`src/rtl/nibble_serial_adder.sv`:
```
// nibble_serial_adder
//   Adds two WIDTH-bit operands one 4-bit nibble per clock through a single
//   4-bit ripple-carry slice (binary4, defined below). The result is
//   WIDTH/4 edges after the accepting edge. The carry between nibbles is
//   held only in a register.
//
//   Optional feature: define NSA_OVERFLOW_EN to add the ovf port and the
//   signed-overflow logic behind it.
//
// Ports
//   clk        in   1      rising-edge clock
//   rst_n      in   1      asynchronous active-low reset
//   in_valid   in   1      op_a/op_b/op_cin valid
//   in_ready   out  1      registered; 1 only while idle and able to accept
//   op_a       in   WIDTH  operand A
//   op_b       in   WIDTH  operand B
//   op_cin     in   1      carry-in to nibble 0
//   out_valid  out  1      sum/cout(/ovf) valid
//   out_ready  in   1      consumer accepts result
//   sum        out  WIDTH  (op_a + op_b + op_cin) mod 2^WIDTH
//   cout       out  1      carry out of the MSB nibble
//   ovf        out  1      signed overflow (NSA_OVERFLOW_EN only)
//
// Handshakes: a transfer happens on a rising edge where valid && ready are
// both 1. The producer holds valid and data until that edge. in_valid is
// ignored while in_ready=0. out_ready is ignored unless out_valid=1. Once
// out_valid is raised, sum/cout/ovf are held until the transfer edge.

// 4-bit ripple-carry adder slice.
module binary4 (
  input  logic [3:0] a,
  input  logic [3:0] b,
  input  logic       cin,
  output logic [3:0] s,
  output logic       co
);
  logic [4:0] c;

  assign c[0] = cin;

  for (genvar i = 0; i < 4; i++) begin : g_fa
    assign s[i]   = a[i] ^ b[i] ^ c[i];
    assign c[i+1] = (a[i] & b[i]) | (c[i] & (a[i] ^ b[i]));
  end

  assign co = c[4];
endmodule

module nibble_serial_adder #(
  parameter int WIDTH = 16
) (
  input  logic             clk,
  input  logic             rst_n,
  input  logic             in_valid,
  output logic             in_ready,
  input  logic [WIDTH-1:0] op_a,
  input  logic [WIDTH-1:0] op_b,
  input  logic             op_cin,
  output logic             out_valid,
  input  logic             out_ready,
  output logic [WIDTH-1:0] sum,
  output logic             cout
`ifdef NSA_OVERFLOW_EN
  ,
  output logic             ovf
`endif
);
  localparam int NIB = WIDTH / 4;
  localparam int IW  = (NIB > 1) ? $clog2(NIB) : 1;
  localparam logic [IW-1:0] LAST = IW'(NIB - 1);

  typedef enum logic [1:0] {
    IDLE = 2'd0,
    RUN  = 2'd1,
    DONE = 2'd2
  } state_t;

  // FSM state; hierarchically visible as u_dut.state for debug.
  state_t state;

  logic [NIB-1:0][3:0] a_q;
  logic [NIB-1:0][3:0] b_q;
  logic [NIB-1:0][3:0] sum_q;
  logic                carry_q;
  logic [IW-1:0]       idx;

  logic [3:0] nib_s;
  logic       nib_co;

  // The slice only ever sees registered operands and the registered carry.
  // This keeps the carry from rippling combinationally between nibbles.
  binary4 u_slice (
    .a   (a_q[idx]),
    .b   (b_q[idx]),
    .cin (carry_q),
    .s   (nib_s),
    .co  (nib_co)
  );

  assign sum = sum_q;

  always_ff @(posedge clk or negedge rst_n) begin
    if (!rst_n) begin
      state     <= IDLE;
      in_ready  <= 1'b0;
      out_valid <= 1'b0;
      sum_q     <= '0;
      cout      <= 1'b0;
`ifdef NSA_OVERFLOW_EN
      ovf       <= 1'b0;
`endif
      carry_q   <= 1'b0;
      idx       <= '0;
      a_q       <= '0;
      b_q       <= '0;
    end else begin
      case (state)
        IDLE: begin
          // in_ready rises on the first edge after reset. After that it
          // is already 1 when IDLE is entered from DONE.
          if (!in_ready) begin
            in_ready <= 1'b1;
          end else if (in_valid) begin
            a_q      <= op_a;
            b_q      <= op_b;
            carry_q  <= op_cin;
            idx      <= '0;
            in_ready <= 1'b0;
            state    <= RUN;
          end
        end

        RUN: begin
          sum_q[idx] <= nib_s;
          carry_q    <= nib_co;
          if (idx == LAST) begin
            cout      <= nib_co;
`ifdef NSA_OVERFLOW_EN
            // Same-sign operands whose result sign differs.
            ovf       <= (a_q[NIB-1][3] == b_q[NIB-1][3]) &&
                         (nib_s[3] != a_q[NIB-1][3]);
`endif
            out_valid <= 1'b1;
            state     <= DONE;
          end else begin
            idx <= idx + 1'b1;
          end
        end

        DONE: begin
          if (out_ready) begin
            out_valid <= 1'b0;
            in_ready  <= 1'b1;
            state     <= IDLE;
          end
        end

        default: begin
          state     <= IDLE;
          in_ready  <= 1'b0;
          out_valid <= 1'b0;
        end
      endcase
    end
  end
endmodule

```
`config.mk`:
```
export PLATFORM = sky130hd
export DESIGN_NAME = nibble_serial_adder
export DESIGN_NICKNAME = d
export VERILOG_FILES = /design/src/rtl/nibble_serial_adder.sv
export SDC_FILE = /design/constraint.sdc
export NUM_CORES = 1
export LEC_CHECK = 0
export ABC_AREA = 1
export CAP_MARGIN = 0
export CORE_AREA = 2 2 74 76
export DETAILED_ROUTE_END_ITERATION = 7
export DIE_AREA = 0 0 76 78
export PLACE_DENSITY = 0.81
export SYNTH_ARGS = -nofsm -noshare
export SYNTH_HDL_FRONTEND = slang
export SYNTH_HIERARCHICAL = 1
export SYNTH_SLANG_ARGS = --single-unit
```
`constraint.sdc`:
```
create_clock -name clk -period 8.2 [get_ports clk]
set_input_delay 1.23 -clock clk [delete_from_list [all_inputs] [get_ports clk]]
set_output_delay 1.23 -clock clk [all_outputs]
set_load 0.01 [all_outputs]
```
==> results.yml <==
critical_path:
  cp-endpoint: "sum[7]$_DFFE_PN0P_"
  worst_r2r_path_depth: 13
  crit_path_start: "idx[0]$_DFFE_PN0P_"
  crit_path_end_kind: "register"
  cp_num_buf_inv: 6
  worstPathRequired_ns: 8.42
  crit_cells: 13
  path_cells: "inv_2, o211ai_1, nand2_1, fa_1, inv_1, fa_1, inv_1, fa_1, inv_1, fa_1, inv_1, inv_1, o21ai_0"
  cp_data_arrival_time_ns: 3.49
  slowest_stage: "dfrtp_1"
  timing.rr.start: "idx[0]$_DFFE_PN0P_"
  rr_endpoint: "sum[7]$_DFFE_PN0P_"
  cp-start-kind: "register"
  critical_path_class: "reg -> reg"
  crit_fanout: 20
  r2r_setup_slack_ns: 4.93
  cpPeakStageDelay_ns: 0.72
  critical_path.top_delay_family: "adder cells"
  crit_top_cell: "inv_1"
layout:
  fin_nets: 425
  diodes: 0
  fill_cells: 438
  drive_above_1_share_pct: 3.937
  fin_cells: 451
  post-route-util_pct: 66.53
  area_delta_synth_final_pct: 23.26
global_route:
  grt_pass1_wl_um: 8928
  grt_usage_pct: 18.39
  antenna_found_initial: 0
  grt_max_degree: 57
  grt_overflow_total: 0
  first_global_vias: 2076
sta:
  slew_viol_final: 0
  rsz0062_at_grt: "false"
  slew_headroom_pct: 43.43
  skew_ns: 0.009399
  worst_pin_slew_ns: 0.8434
  setup_tns_ns: 0
  fin_crit_ns: 3.271
  timing.final.crit_share_pct: 39.89
  finalHoldViolCount: 0
  fmax_mhz: 305.7
  timing.final.ws_setup_ns: 4.929
  setup_violations: 0
die:
  rows: 26
  core_area_sq_um: 5042
  ios: 56
  start_util_pct: 53.97
  design.die.area_sq_um: 5928
  die_w_um: 76
  dieHeight_um: 78
detailed_routing:
  num_vias: 2192
  ant_nets: 0
  top_layer_used: "met4"
  wl_met1_um: 2296
  wl_um: 5030
  wl_per_cell_um: 11.15
  met2_length_um: 2490
  dr.pass1.iters: 4
  route.detailed.drc: 0
  met3RoutedLength_um: 212
  drt-initial-drc-count: 149
  routed_via_density: 4.860
synthesis:
  synth-edff-count: 0
  synth_flop_cell: "dfrtp_1"
  postSynthRegisterBits: 56
  async_flop_share_pct: 100.0
  synth_nets: 377
  synth_area_sq_um: 2721
  yosysWarnings: 6
  synth_top_area_cell: "dfrtp_1"
  synth.distinct_cells: 17
  synthesis.instances: 332
  synth_common_cells: "nand2_1, dfrtp_1, nand3_1"
  synthTopCellsByArea: "dfrtp_1, nand2_1, nand3_1, inv_1, o21ai_0"
  avgSynthCellArea_sq_um: 8.197
  yosysSeqAreaShare_pct: 51.49
  synth_most_common_cell: "nand2_1"
  yosysTopAreaCellShare_pct: 51.49
placed_design:
  gp_congestion: 0.7672
  port_buffers: 55
  hpwl_um: 3644
  dp_worst_setup_slack_ns: 4.907
  dp_cells: 443
clock_tree:
  ctsHoldBuffers: 0
  tritoncts: "built"
  cts-htree-levels: 2
  cts_sinks: 56
  clock_path_buffers: 2
  clock_latency_ns: 0.30
  postCtsSetupRepairBufs: 0
  post_cts_resized: 0
  clk_pin_slew_ns: 0.09
  cts_buffers: 5
  root_buffer: "clkbuf_8"
power:
  irDropWorstVdd_mv: 0.2110
  p_leak_nw: 1.724
  powerDensity_nw_per_um2: 389.2
status:
  status: "finished, final reports clean"
hold_path:
  hold_class: "reg -> reg"
run:
  maxCapViolations: 0
## worst min path at each step
stage                              from             endpoint  slack [ns]  cells past startpoint
finish               b_q[9]$_DFFE_PN0P_   b_q[9]$_DFFE_PN0P_        0.48                      2
global route         b_q[2]$_DFFE_PN0P_   b_q[2]$_DFFE_PN0P_        0.50                      2
CTS                 a_q[10]$_DFFE_PN0P_  a_q[10]$_DFFE_PN0P_        0.48                      2
detailed placement  a_q[10]$_DFFE_PN0P_  a_q[10]$_DFFE_PN0P_        0.46                      2
global placement     b_q[9]$_DFFE_PN0P_   b_q[9]$_DFFE_PN0P_        0.45                      2
floorplan           a_q[13]$_DFFE_PN0P_  a_q[13]$_DFFE_PN0P_        0.44                      2
## logic make-up (layout without fill, tap and decap cells)
logic type                 after synthesis  after routing  share of synthesized area, %
and+or+nand+nor                        182            182                         28.00
DFF                                     56             56                         51.49
buffers and inverters                   54            103                         9.103
adders and majority gates                8              8                         4.782
AOI/OAI and AO/OA                       32             32                         6.621
## sequential cells by signal (all words and copies together), names as in the netlist
| signal | cells |
|---|---|
| b_q | 16 |
| cout | 1 |
| in_ready | 1 |
| a_q | 16 |
| carry_q | 1 |
| state | 2 |
| idx | 2 |
| out_valid | 1 |
| sum | 16 |
## power by group
part / switching (mW) / total, mW / internal [mW]
logic: 0.395 / 0.653 / 0.257
clock network: 0.0847 / 0.154 / 0.0688
registers: 0.0942 / 0.499 / 0.405
total: 0.574 / 1.31 / 0.731
## cells in the final DEF, fill, tap and decap left out
cell / instances
clkbuf_1: 1
nand2_1: 136
inv_1: 34
clkinv_1: 2
nand4_1: 2
buf_4: 1
nand3_1: 41
clkdlybuf4s50_1: 54
buf_2: 1
ha_1: 4
fa_1: 4
clkbuf_8: 6
inv_2: 3
dfrtp_1: 56
o21ai_0: 20
nor2_4: 2
o211ai_1: 8
o21ai_1: 4
nand2_4: 1
clkinvlp_4: 1
## metal layers
layer | global-route usage, % | vias to the layer above
met1 | 23.59 | 999
met3 | 2.791 | 4
met2 | 33.30 | 51
met4 | 3.818 | 0
li1 | - | 1138
met5 | 0 | -
## per-stage QoR
stage	hold slack, ns	power [mW]	area [sq um]
after global routing	0.4989	1.447	3354
after CTS	0.4815	1.320	3354
after floorplan	0.4417	0.9587	2721
after detailed placement	0.4584	1.165	3261
after global placement	0.4544	1.140	3261
final	0.4780	1.305	3354
## tightest hold or removal path, cell delays in order (launching register included)
cell and delay (ns):
dfrtp_1 0.35, nand2_1 0.06, nand2_1 0.04
## layout make-up
cell class	instances	area [sq um]	area share, %
inverters	39	146.4	4.364
flip-flops and latches	56	1401	41.78
repair buffers	56	553.0	16.49
well taps	70	87.58	2.611
multi-input cells	222	1072	31.97
clock buffers	7	86.33	2.574
clock inverters	1	7.507	0.2238
Power figures use the tool's default switching activity.
